$ cat config.mk
export PLATFORM = sky130hd
export DESIGN_NAME = ptr_seq_resp
export DESIGN_NICKNAME = d
export VERILOG_FILES = /design/src/rtl/ptr_seq_resp.sv
export SDC_FILE = /design/constraint.sdc
export NUM_CORES = 1
export LEC_CHECK = 0
export BUFFER_PORTS_ARGS = -buffer_cell sky130_fd_sc_hd__buf_2
export CAP_MARGIN = 20
export CELL_PAD_IN_SITES_DETAIL_PLACEMENT = 1
export CELL_PAD_IN_SITES_GLOBAL_PLACEMENT = 1
export CORE_MARGIN = 4
export CORE_UTILIZATION = 35
export DETAILED_ROUTE_END_ITERATION = 8
export PLACE_DENSITY_LB_ADDON = 0.1
export SYNTH_ARGS = -nofsm -noshare
export SYNTH_HDL_FRONTEND = slang
export SYNTH_SLANG_ARGS = --single-unit
$ cat constraint.sdc
create_clock -name clk -period 3.1 [get_ports clk]
set_clock_uncertainty 0.2 [all_clocks]
set_input_delay 0.62 -clock clk [delete_from_list [all_inputs] [get_ports clk]]
set_output_delay 0.62 -clock clk [all_outputs]
set_load 0.01 [all_outputs]
$ cat src/rtl/ptr_seq_resp.sv
// Pointer-sequence responder: node table lookup, 2-stage pipe, output FIFO with overflow flag.
// Optional RESP_STATS_EN adds saturating request/drop counters (stat_req, stat_drop).
module ptr_seq_resp #(
  parameter int PTR_W      = 8,
  parameter int DATA_W     = 16,
  parameter int DEPTH      = 16,
  parameter int FIFO_DEPTH = 4,
  parameter int NULL_PTR   = 0
) (
  input  logic                        clk,
  input  logic                        rst_n,
  input  logic [PTR_W-1:0]            in_ptr,
  input  logic                        in_ptr_vld,
  input  logic                        cfg_we,
  input  logic [PTR_W-1:0]            cfg_addr,
  input  logic [PTR_W-1:0]            cfg_next,
  input  logic [DATA_W-1:0]           cfg_data,
  output logic                        resp_vld,
  input  logic                        resp_rdy,
  output logic [PTR_W-1:0]            resp_ptr,
  output logic [PTR_W-1:0]            resp_next,
  output logic [DATA_W-1:0]           resp_data,
  output logic                        resp_last,
  output logic                        resp_err,
  output logic                        ovf_err,
  output logic [$clog2(FIFO_DEPTH):0] fifo_lvl
`ifdef RESP_STATS_EN
  ,
  output logic [15:0]                 stat_req,
  output logic [15:0]                 stat_drop
`endif
);

  localparam int IDX_W = (DEPTH > 1) ? $clog2(DEPTH) : 1;
  localparam int FI_W  = $clog2(FIFO_DEPTH);
  localparam int LVL_W = FI_W + 1;
  localparam int ENT_W = 2 * PTR_W + DATA_W + 2;

  logic [PTR_W-1:0]  tbl_next [DEPTH];
  logic [DATA_W-1:0] tbl_data [DEPTH];

  logic             in_ok;
  logic             cfg_ok;
  logic [IDX_W-1:0] in_idx;
  logic [IDX_W-1:0] cfg_idx;

  assign in_ok   = 32'(in_ptr) < DEPTH;
  assign cfg_ok  = 32'(cfg_addr) < DEPTH;
  assign in_idx  = in_ptr[IDX_W-1:0];
  assign cfg_idx = cfg_addr[IDX_W-1:0];

  always_ff @(posedge clk or negedge rst_n) begin
    if (!rst_n) begin
      for (int i = 0; i < DEPTH; i++) begin
        tbl_next[i] <= '0;
        tbl_data[i] <= '0;
      end
    end else if (cfg_we && cfg_ok) begin
      tbl_next[cfg_idx] <= cfg_next;
      tbl_data[cfg_idx] <= cfg_data;
    end
  end

  // Table read shares the write edge, so a same-cycle write is not yet visible (read-before-write).
  logic              s2_vld;
  logic [PTR_W-1:0]  s2_ptr;
  logic [PTR_W-1:0]  s2_next;
  logic [DATA_W-1:0] s2_data;
  logic              s2_err;
  logic              s2_last;

  always_ff @(posedge clk or negedge rst_n) begin
    if (!rst_n) begin
      s2_vld  <= 1'b0;
      s2_ptr  <= '0;
      s2_next <= '0;
      s2_data <= '0;
      s2_err  <= 1'b0;
    end else begin
      s2_vld <= in_ptr_vld;
      if (in_ptr_vld) begin
        s2_ptr  <= in_ptr;
        s2_err  <= !in_ok;
        s2_next <= in_ok ? tbl_next[in_idx] : '0;
        s2_data <= in_ok ? tbl_data[in_idx] : '0;
      end
    end
  end

  assign s2_last = (s2_next == PTR_W'(NULL_PTR));

  logic [ENT_W-1:0] fifo_mem [FIFO_DEPTH];
  logic [FI_W-1:0]  wr_idx;
  logic [FI_W-1:0]  rd_idx;
  logic             full;
  logic             pop;
  logic             do_push;
  logic             drop;

  assign resp_vld = (fifo_lvl != '0);
  assign full     = (fifo_lvl == LVL_W'(FIFO_DEPTH));
  assign pop      = resp_vld && resp_rdy;
  assign do_push  = s2_vld && (!full || pop);
  assign drop     = s2_vld && full && !pop;

  always_ff @(posedge clk or negedge rst_n) begin
    if (!rst_n) begin
      for (int i = 0; i < FIFO_DEPTH; i++) begin
        fifo_mem[i] <= '0;
      end
      wr_idx   <= '0;
      rd_idx   <= '0;
      fifo_lvl <= '0;
      ovf_err  <= 1'b0;
    end else begin
      if (do_push) begin
        fifo_mem[wr_idx] <= {s2_ptr, s2_next, s2_data, s2_last, s2_err};
        wr_idx           <= wr_idx + FI_W'(1);
      end
      if (pop) begin
        rd_idx <= rd_idx + FI_W'(1);
      end
      case ({do_push, pop})
        2'b10:   fifo_lvl <= fifo_lvl + LVL_W'(1);
        2'b01:   fifo_lvl <= fifo_lvl - LVL_W'(1);
        default: fifo_lvl <= fifo_lvl;
      endcase
      if (drop) begin
        ovf_err <= 1'b1;
      end
    end
  end

  assign {resp_ptr, resp_next, resp_data, resp_last, resp_err} = fifo_mem[rd_idx];

`ifdef RESP_STATS_EN
  always_ff @(posedge clk or negedge rst_n) begin
    if (!rst_n) begin
      stat_req  <= '0;
      stat_drop <= '0;
    end else begin
      if (in_ptr_vld && (stat_req != 16'hFFFF)) begin
        stat_req <= stat_req + 16'd1;
      end
      if (drop && (stat_drop != 16'hFFFF)) begin
        stat_drop <= stat_drop + 16'd1;
      end
    end
  end
`endif

endmodule

After elaboration in Yosys (flattened, before gate mapping):

Cells that the tools add are included.

* flip-flop bits (word level): 562
* input port bits: 45
* output and inout bits: 39
* logic and storage cells: 99

* add/subtract/negate cells: 4
* order comparisons: 8
* equal/unequal tests: 3
* multiplexer cells: 21
* bitwise gates (word level): 4
* reduce and logical (&&, ||, !) cells: 14

Operator list (count)
* 256-bit bitwise mux: 1
* 136-bit bitwise mux: 1
* 128-bit bitwise mux: 1
* 34-bit 2-to-1 mux: 3
* 34-bit binary-select mux with 2-bit select: 1
* 34-bit demux with 2-bit select: 1
* 16-bit binary-select mux with 4-bit select: 1
* 16-bit demux with 4-bit select: 1
* 16-bit 2-to-1 mux: 4
* 8-bit binary-select mux with 4-bit select: 1
* 8-bit demux with 4-bit select: 1
* 8-bit 2-to-1 mux: 4
* 8-bit by 5-bit < comparator with 1-bit output (second input constant): 2
* 5-bit greater-or-equal comparator (second input constant): 2
* 4-bit inverter with 5-bit output: 2
* 8-bit zero test: 1
* 1-bit logical AND: 7
* 3-bit greater-or-equal comparator (second input constant): 2
* 2-bit inverter with 3-bit output: 2
* 3-bit case mux with 2 select lines: 1
* 5-bit by 1-bit < comparator with 1-bit output (second input constant): 1
* 2-bit by 1-bit adder with 2-bit output (second input constant): 2
* 3-bit by 1-bit adder with 3-bit output (second input constant): 1
* 3-bit equality test (second input constant): 1
* other kinds (8): 10

Logic depth before layout (Yosys ltp):

Gate-level depths: netlist of run 1.

* depth after elaboration: 6
* depth in mapped cells: 9
* mapped depth without buffers: 8

Least setup slack after synthesis of run 1:

No wires, ideal clock.

* kind: input to register
* start point: input resp_rdy
* end point: register fifo_lvl[2]
* setup time: 0.079 ns
* arrival: 2.484 ns
* required time: 2.821 ns
* path slack: 0.337 ns
* stages on the path: 9
* buffers on the path: 1
* path through: or4b_2 buf_2 nand2_1 ha_1 inv_1 fa_1 xor2_1 nor2_1 xor2_1

* cells in the longest elaborated chain, start to end: 5
* elaborated cells on any way between the ends: 7
* those cells by class: eq/ne: 2; mux: 1; reduce/logical: 4

Ends and longest elaborated chain
* start, declared: RTL line 19 `input logic resp_rdy,`
* 1-bit logical AND (*): RTL line 102 `assign pop = resp_vld && resp_rdy;`
* 1-bit logical OR: RTL line 103 `assign do_push = s2_vld && (!full || pop);`
* 1-bit logical AND: RTL line 103
* 2-bit by 1-bit equality test with 1-bit output / 2-bit equality test (equally long branches): RTL line 123 `case ({do_push, pop})`
* 3-bit case mux with 2 select lines / 2-bit nonzero test (equally long branches)
* end signal, assigned: RTL line 124 `2'b10: fifo_lvl <= fifo_lvl + LVL_W'(1);`
* end signal, assigned: RTL line 125 `2'b01: fifo_lvl <= fifo_lvl - LVL_W'(1);`
* end signal, assigned: RTL line 126 `default: fifo_lvl <= fifo_lvl;`
* end, declared: RTL line 26 `output logic [$clog2(FIFO_DEPTH):0] fifo_lvl`

Every way passes the cells marked *; elsewhere a longest branch is shown, timed or not.
A chain may end at the register's enable or synchronous reset.

Final worst setup path of run 1:

* start point: register rd_idx[0]
* end point: output resp_next[3]

* cells in the longest elaborated chain, start to end: 4

Ends and longest elaborated chain
* start, declared: RTL line 94 `logic [FI_W-1:0] rd_idx;`
* start signal, assigned: RTL line 121 `rd_idx <= rd_idx + FI_W'(1);`
* 2-bit inverter with 3-bit output (not written as such): RTL line 134 `assign {resp_ptr, resp_next, resp_data, resp_last, resp_err} = fifo_mem[rd_idx];`
* 34-bit binary-select mux with 2-bit select: RTL line 134
* 34-bit 2-to-1 mux (not written as such) (2 in series): RTL line 134
* end, declared: RTL line 21 `output logic [PTR_W-1:0] resp_next,`

Every way passes these cells. The select of a mux whose other input is x is not followed.

==> flow_summary.yaml, run 1 <==
status:
  status: "finished clean"
floorplan:
  fp-row-count: 98
  die_h_um: 276
  io_pins: 84
  core_um2: 71400
  dieArea_um2: 76200
  start_util_pct: 35.2
  chipWidth_um: 276
drt:
  wl_mm: 66.1
  drt_iter0_drc: 673
  drc: 0
  routedWlPerCell_um: 24.2
  dr_total_vias: 14231
  via_per_inst: 5.22
  ant_nets: 0
  drt_pre_antenna_iters: 4
logic_synthesis:
  synth.area.top_cells: "dfrtp_1 (56%), mux2_2 (22%), mux4_2 (7.3%)"
  synthArstFlopShare_pct: 100
  ys_types: 40
  synth_nets: 1694
  post-synth-top-area-cell: "dfrtp_1"
  synth_top_area_share_pct: 55.9
  postSynthAreaPerCell_um2: 15.3
  synth_top_flop_cell: "dfrtp_1"
  ys_seq_area_share_pct: 55.9
  synth_area_um2: 25100
  synth_warnings: 0
  yosys_register_bits: 562
  synth_edf_count: 0
  syn_inst: 1643
sta:
  slew_viol_final: 0
  rsz0062_at_grt: "false"
  post-route-period-util_pct: 91.3
  relSlewSlack_pct: 52.8
  tns_ps: 0
  worst_slew_pin_slew_ps: 709
  setup_viol: 0
  hold_viol_final: 0
  max_freq_ghz: 0.353
  period_minus_slack_ps: 2830
layout:
  num_antenna_cells: 0
  syn_to_final_growth_pct: 15.7
  drive_gt1_share_pct: 49.0
  nets: 1780
  finalNonFillerCells: 2728
  final_core_util_pct: 40.8
grt:
  antenna_found_initial: 3
  grt_pass1_wl_mm: 102
  grt_pass1_vias: 15996
  grt_max_degree: 99
  grt-ovfl-total: 0
  track_usage_pct: 17.3
clock_tree:
  clkTransAtPathRegs_ps: 60
  postCtsSetupRepairBufs: 0
  cts_buffer_depth: 3
  htree_levels: 3
  ctsResizeCount: 0
  root_buffer: "clkbuf_16"
  cts_hold_buffers: 1
  clock-sinks: 562
  cts_buffers: 66
  clk_latency_ps: 570
  cts_tree: "done"
setup_path:
  critPathLaunch: "rd_idx[0]"
  rr_worst_depth: 8
  cp_data_required_time_ps: 2280
  cp.arrival_ps: 2010
  path_class: "flop to output port"
  worstSetupEndpoint: "resp_next[3]"
  r2r-end: "fifo_lvl[2]"
  path_max_fanout: 28
  rrSetupSlack_ps: 470
  regToRegStartpoint: "fifo_lvl[0]"
  cp-end-kind: "output port"
  critical_path.startpoint_type: "flop"
pwr:
  ir_worst_vdd_mv: 0.495
  p_seq_share_pct: 44.6
  p_sw_w: 0.00478
  clockPowerShare_pct: 40.0
  power_density_nw_per_um2: 644
  p_int_w: 0.0139
  comb_power_share_pct: 15.4
  p_leak_nw: 14.1
  p_sw_share_pct: 25.5
placement:
  io_buffers: 83
  hpwl_mm: 38.3
  place_congestion: 0.678
  dp.cells: 2610
run:
  cap_violations: 0
hold_path:
  hold_path.class: "primary input to flop"
==> flip-flops by register name, summed over array words and instances (netlist names) <==
register,count
s2_data,16
wr_idx,2
fifo_mem,136
s2_next,8
rd_idx,2
tbl_next,128
ovf_err,1
tbl_data,256
s2_ptr,8
s2_vld,1
s2_err,1
fifo_lvl,3
==> worst max-delay path: stages, from the launching register on <==
cell,delay (ps)
dfrtp_2,390
buf_12,260
mux4_2,580
buf_2,160
==> how the worst min path moves through the flow <==
stage,startpoint,endpoint,slack (ps),cells after the start
after floorplan,rst_n,fifo_lvl[0],120,0
final,in_ptr[7],s2_ptr[7],90,2
after global routing,in_ptr[7],s2_ptr[7],80,2
after CTS,in_ptr[5],s2_ptr[5],50,2
after detailed placement,ovf_err,ovf_err,260,1
after global placement,fifo_mem[69],fifo_mem[69],260,2
==> layer usage <==
| layer | GRT usage, % | part of all wire (%) | wire length (um) |
|---|---|---|---|
| met3 | 2.63 | 3.1 | 2030 |
| met4 | 3.78 | 1.5 | 983 |
| met5 | 0 | 0 | 0 |
| met1 | 23.4 | 46 | 30300 |
| met2 | 29.7 | 50 | 32800 |
==> metrics by stage <==
stage	setup slack, ps	instance area (um2)	total power [W]	hold WS [ps]
final	269	29100	0.0187	87.9
after global routing	168	29100	0.0197	77.4
after CTS	185	29100	0.0191	50.0
after detailed placement	219	27000	0.0115	263
after global placement	238	27000	0.0114	258
after floorplan	337	25100	0.0104	124
==> Yosys cell counts (2+ instances only) <==
cell type and n:
nand3_1 49, buf_2 52, ha_1 5, mux4_2 82, o21ai_0 4, buf_1 10
or3_1 2, nor2_1 9, inv_1 6, xnor2_1 3, nor4_4 5, a21oi_1 24
a22oi_1 48, nand3_2 7, nand2_2 3, nor4_1 2, buf_6 14, xor2_1 3
mux2_4 20, mux2_2 500, nor2b_1 28, and2_1 2, dfrtp_1 562, buf_4 4
nand2b_1 3, nand2_1 36, clkbuf_1 46, nor3_2 2, mux2_1 5, mux2i_1 97
==> area by class of cell <==
| type | instances | area, um2 |
|---|---|---|
| sequential | 562 | 14100 |
| timing repair buffer | 144 | 1280 |
| clock buffer | 104 | 1990 |
| tap | 950 | 1190 |
| clock inverter | 13 | 105 |
| multi-input combinational | 949 | 10400 |
| fill | 7115 | 42300 |
| inverter | 6 | 22.5 |
==> placed cells by master, fill, tap and decap left out, types with 3 or more instances in the layout <==
cell type    n
xor2_1       3
ha_1         5
nor2_4       3
a22oi_1     48
nand3_2      7
nor2b_1     26
a21oi_1     24
clkinv_2     8
o21ai_0      4
buf_2       80
buf_4       30
nand2_2      3
clkbuf_16   69
mux2_1       5
nand2_1     36
nand3_1     49
inv_1        6
xnor2_1      3
clkbuf_1    22
nor2_1       5
clkbuf_8    14
buf_12      31
mux2i_1     97
mux4_2      82
mux2_4      20
nor4_4       5
nand2b_1     3
mux2_2     500
dfrtp_1    560
==> cells by family after synthesis <==
group | Yosys count | share of synthesized area (%)
DFF | 562 | 55.9
and+or+nand+nor | 155 | 3.76
muxes | 704 | 35.0
xor gates and xnor gates | 6 | 0.209
AOI/OAI and AO/OA | 78 | 2.06
adders and majority gates | 6 | 0.328
buffers and inverters | 132 | 2.71
==> power groups by stage <==
stage	logic (W)	clock network [W]	registers [W]
3_5_place_dp	0.00297	0	0.00849
5_1_grt	0.00316	0.00809	0.00844
2_1_floorplan	0.00203	0	0.00833
3_3_place_gp	0.00291	0	0.00845
6_report	0.00288	0.00749	0.00836
4_1_cts	0.00298	0.00778	0.00837
Note: power is estimated with default switching activity, not from simulation.
==> run 2: changes to the inputs <==
--- a/config.mk
+++ b/config.mk
@@ -10,7 +10,7 @@
 export CELL_PAD_IN_SITES_DETAIL_PLACEMENT = 1
 export CELL_PAD_IN_SITES_GLOBAL_PLACEMENT = 1
 export CORE_MARGIN = 4
-export CORE_UTILIZATION = 35
+export CORE_UTILIZATION = 43
 export DETAILED_ROUTE_END_ITERATION = 8
 export PLACE_DENSITY_LB_ADDON = 0.1
 export SYNTH_ARGS = -nofsm -noshare
==> run 2 against run 1 <==
Effect of this change:
- non-clock buffer count grew 1
- sequential power is essentially flat
- flip-flop and latch count did not move
- sequential share of layout area is 0.67 points higher
- core utilization rose by 8.9 points
- design area fell by 1.4%
- largest cell class unchanged
- critical path type unchanged
- total power down 2.7%
- setup slack got worse by 62 ps
- critical path depth unchanged
- register-to-register slack improved by 70 ps
==> flow_summary.yaml, run 2 (synthesized netlist as in run 1, its figures left out) <==
status:
  status: "finished clean"
placement:
  dp.cells: 2426
  place_congestion: 0.714
  io_buffers: 83
  hpwl_mm: 37.1
layout:
  top_register: "tbl_data"
  syn_to_final_growth_pct: 14.2
  finalNonFillerCells: 2536
  reg.largest.list: "tbl_data: 256 flops, fifo_mem: 136 flops, tbl_next: 128 flops"
  nets: 1775
  drive_gt1_share_pct: 49.3
  largest_reg_flops: 256
  final_common_cell: "dfrtp_1"
  final_cell_mix: "dfrtp_1 (560), mux2_2 (500), mux2i_1 (97), mux4_2 (82), buf_2 (80)"
run:
  cap_violations: 0
sta:
  post-route-period-util_pct: 93.3
  period_minus_slack_ps: 2890
  tns_ps: 0
  rsz0062_at_grt: "false"
  worst_slew_pin_slew_ps: 694
  relSlewSlack_pct: 53.8
  slew_viol_final: 0
  max_freq_ghz: 0.346
  setup_viol: 0
  hold_viol_final: 0
setup_path:
  path_max_fanout: 16
  path_class: "flop to output port"
  cp.arrival_ps: 2070
  critical_path.startpoint_type: "flop"
  cp-end-kind: "output port"
  cp_data_required_time_ps: 2280
pwr:
  p_sw_share_pct: 25.8
  p_seq_share_pct: 46.0
  power_density_nw_per_um2: 635
  p_int_w: 0.0135
  clockPowerShare_pct: 38.4
  p_sw_w: 0.00470
  comb_power_share_pct: 15.7
  ir_worst_vdd_mv: 0.565
  p_leak_nw: 14.0
drt:
  routedWlPerCell_um: 25.5
  drc: 0
  ant_nets: 0
  drt_iter0_drc: 667
  dr_total_vias: 14273
  via_per_inst: 5.63
  wl_mm: 64.6
  drt_pre_antenna_iters: 4
clock_tree:
  cts_hold_buffers: 1
  cts_tree: "done"
  ctsResizeCount: 0
  cts_buffers: 60
  htree_levels: 2
  cts_buffer_depth: 3
  clkTransAtPathRegs_ps: 60
  root_buffer: "clkbuf_16"
  clock-sinks: 562
  clk_latency_ps: 610
  postCtsSetupRepairBufs: 0
floorplan:
  io_pins: 84
  chipWidth_um: 250
  core_um2: 57800
  start_util_pct: 43.5
  fp-row-count: 88
  die_h_um: 250
  dieArea_um2: 62400
grt:
  grt-ovfl-total: 0
  antenna_found_initial: 2
  grt_max_degree: 82
  grt_pass1_vias: 15808
  grt_pass1_wl_mm: 101
  track_usage_pct: 20.9
hold_path:
  hold_path.class: "primary input to flop"
## run 2: area by class of cell
type	instances	area, um2
sequential	562	14100
timing repair buffer	145	1280
fill	5580	29100
clock buffer	94	1860
tap	765	957
inverter	6	22.5
antenna	2	5.00
multi-input combinational	949	10400
clock inverter	13	70.1
## run 2: final timing paths
kind	slack (ps)	from	end	depth (start not counted)
setup / recovery	210	rd_idx[1]	resp_ptr[1]	3
hold / removal	70	in_ptr[7]	s2_ptr[7]	2
setup reg to reg	540	fifo_lvl[0]	fifo_lvl[2]	8
hold reg to reg	290	fifo_mem[69]	fifo_mem[69]	2
max in group asynchronous	1410	rst_n	tbl_next[110]	3
min in group asynchronous	390	rst_n	fifo_mem[126]	2
## run 2: metrics by stage
stage          hold slack (ps)  setup slack, ps  area (um2)  power [W]  utilization, %
3_5_place_dp               281              274       26800     0.0114            46.3
6_report                  68.2              207       28700     0.0182            49.7
2_1_floorplan              124              337       25100     0.0104               -
5_1_grt                   48.9              101       28700     0.0191            49.6
4_1_cts                   23.0              140       28700     0.0185            49.6
3_3_place_gp               261              265       26800     0.0113            46.3
## run 2: critical path, stage by stage, from the launching register on
cell and delay (ps):
dfrtp_2 680, buf_4 300, mux4_2 320, buf_2 160
## run 2: power groups by stage
stage          registers [W]  clock network, W  logic, W
2_1_floorplan        0.00833                 0   0.00203
3_3_place_gp         0.00846                 0   0.00285
3_5_place_dp         0.00851                 0   0.00292
4_1_cts              0.00838           0.00721   0.00294
5_1_grt              0.00846           0.00753   0.00312
6_report             0.00838           0.00699   0.00286
## run 2: layer usage
metal	track usage (%)	part of all wire (%)
met2	34.4	48
met1	30.3	47
met5	0	0
met3	2.89	3.5
met4	3.78	1.6
==> run 3: changes to the inputs <==
--- a/config.mk
+++ b/config.mk
@@ -12,7 +12,7 @@
 export CORE_MARGIN = 4
 export CORE_UTILIZATION = 43
 export DETAILED_ROUTE_END_ITERATION = 8
-export PLACE_DENSITY_LB_ADDON = 0.1
+export PLACE_DENSITY = 0.74
 export SYNTH_ARGS = -nofsm -noshare
 export SYNTH_HDL_FRONTEND = slang
 export SYNTH_SLANG_ARGS = --single-unit
==> run 3 against run 2 <==
Effect of this change:
- register-to-register slack got worse by 30 ps
- first-iteration DRC count increased by 2.1%
- total power decreased by 0.21%
- clock power about the same
- maximum frequency decreased by 2.7%
- die area unchanged
- non-clock buffer count decreased by 12
- sequential power about the same
- core utilization decreased by 0.42 points
- flip-flop and latch count unchanged
- via count decreased by 0.32%
- largest power group unchanged
==> flow_summary.yaml, run 3 (synthesized netlist as in run 1, its figures left out) <==
layout:
  reg.largest.list: "tbl_data: 256 flops, fifo_mem: 136 flops, tbl_next: 128 flops"
  largest_reg_flops: 256
  final_common_cell: "dfrtp_1"
  final_cell_mix: "dfrtp_1 (561), mux2_2 (500), mux2i_1 (97), mux4_2 (82), buf_2 (80)"
  nets: 1760
  drive_gt1_share_pct: 48.7
  syn_to_final_growth_pct: 13.2
  top_register: "tbl_data"
  multi_input_area_um2: 10400
  final_area_um2: 28500
  ff_latch_area_um2: 14100
  nFillCells: 5525
grt:
  top_usage_layer: "met2"
  grt-ovfl-total: 0
  grt_pass1_wl_mm: 98.1
  track_usage_pct: 19.9
  grt_pass1_vias: 16378
  grt_max_degree: 109
  met2_usage_pct: 35.1
  antenna_found_initial: 5
  grtUsageMet1_pct: 25.8
  grtUsageMet3_pct: 2.71
clock_tree:
  cts_tree: "done"
  cts_buffers: 57
  clkTransAtPathRegs_ps: 60
  postCtsSetupRepairBufs: 0
  htree_levels: 2
  clk_latency_ps: 610
  root_buffer: "clkbuf_16"
  cts_buffer_depth: 3
  clock-sinks: 562
setup_path:
  cp_cell_sequence: "buf_12 > mux4_2 > buf_2"
  rrSetupSlack_ps: 510
  cp-end-kind: "output port"
  critPathLaunch: "rd_idx[0]"
  crit_family: "flip-flops"
  slowest_delay_ps: 600
  crit_buf_inv: 2
  critical_path.startpoint_type: "flop"
  path_max_fanout: 14
  regToRegStartpoint: "fifo_lvl[0]"
  path_class: "flop to output port"
  slowest_stage: "dfrtp_4"
  cp.arrival_ps: 2150
  cp_data_required_time_ps: 2280
pwr:
  clockPowerShare_pct: 38.3
  comb_power_share_pct: 15.6
  p_seq_share_pct: 46.1
  power_density_nw_per_um2: 639
  p_sw_w: 0.00464
  p_leak_nw: 13.9
  ir_worst_vdd_mv: 0.505
  p_sw_share_pct: 25.5
  p_int_w: 0.0136
status:
  status: "finished clean"
drt:
  dr_total_vias: 14227
  via_per_inst: 5.64
  drc: 0
  drt_pre_antenna_iters: 4
  drt_iter0_drc: 681
  routedWlPerCell_um: 24.4
  ant_nets: 0
  wl_mm: 61.6
sta:
  hold_viol_final: 0
  rsz0062_at_grt: "false"
  final.setup.worst_slack_ps: 125
  setup_viol: 0
  slew_viol_final: 0
  relSlewSlack_pct: 57.1
  worst_slew_pin_slew_ps: 643
  post-route-period-util_pct: 96.0
  period_minus_slack_ps: 2970
  max_freq_ghz: 0.336
  tns_ps: 0
run:
  cap_violations: 0
placement:
  place_area_um2: 26500
  place_congestion: 0.717
  io_buffers: 83
  hpwl_mm: 36.1
  post-place-ws_ps: 254
floorplan:
  core_um2: 57800
  start_util_pct: 43.5
  dieArea_um2: 62400
  io_pins: 84
  die_h_um: 250
  fp-row-count: 88
  chipWidth_um: 250
hold_path:
  hp-start: "in_ptr[7]"
  hold_path.class: "primary input to flop"
## run 3: cell count changes in the layout (fill, tap and decap cells not counted), sizes merged
cell and delta:
inv +1, clkbuf -7, clkinv +2, bufinv +4
diode +1, buf -12, clkinvlp -1
## run 3: layout make-up
type | instances | share of cell area, %
inverter | 6 | 0.0791
multi-input combinational | 949 | 36.7
clock buffer | 87 | 6.01
clock inverter | 19 | 0.708
antenna | 3 | 0.0264
tap | 765 | 3.36
timing repair buffer | 133 | 3.69
sequential | 562 | 49.4
## run 3: what timing repair did
action,CTS,global route
setup endpoints to repair,11,0
gates resized for setup,1,0
hold buffers,1,0
endpoints found under the hold margin,31,0
## run 3: final timing paths
path,end,cells after the start
min,s2_ptr[7],2
max,resp_next[5],3
min in group asynchronous,tbl_next[19],2
max in group asynchronous,rd_idx[0],3
min reg2reg,ovf_err,1
max reg2reg,fifo_lvl[2],8
## run 3: power groups by stage
| stage | combinational, W | clock (W) | sequential, W |
|---|---|---|---|
| finish | 0.00283 | 0.00697 | 0.00839 |
| global route | 0.00309 | 0.00748 | 0.00847 |
| CTS | 0.00290 | 0.00714 | 0.00839 |
| detailed placement | 0.00288 | 0 | 0.00851 |
| global placement | 0.00279 | 0 | 0.00844 |
| floorplan | 0.00203 | 0 | 0.00833 |
## run 3: per-layer routing
| layer | part of all wire [%] | wire [um] |
|---|---|---|
| met4 | 2.3 | 1450 |
| met5 | 0 | 0 |
| met3 | 3.5 | 2150 |
| met1 | 43 | 26200 |
| met2 | 52 | 31800 |
## run 3: stage by stage
stage	hold WS (ps)	util, %	power (W)	instances
after floorplan	124	-	0.0104	1643
after global placement	258	45.9	0.0112	2414
after detailed placement	268	45.9	0.0114	2414
after CTS	21.6	49.2	0.0184	2521
after global routing	35.9	49.2	0.0190	2523
final	59.6	49.2	0.0182	2524
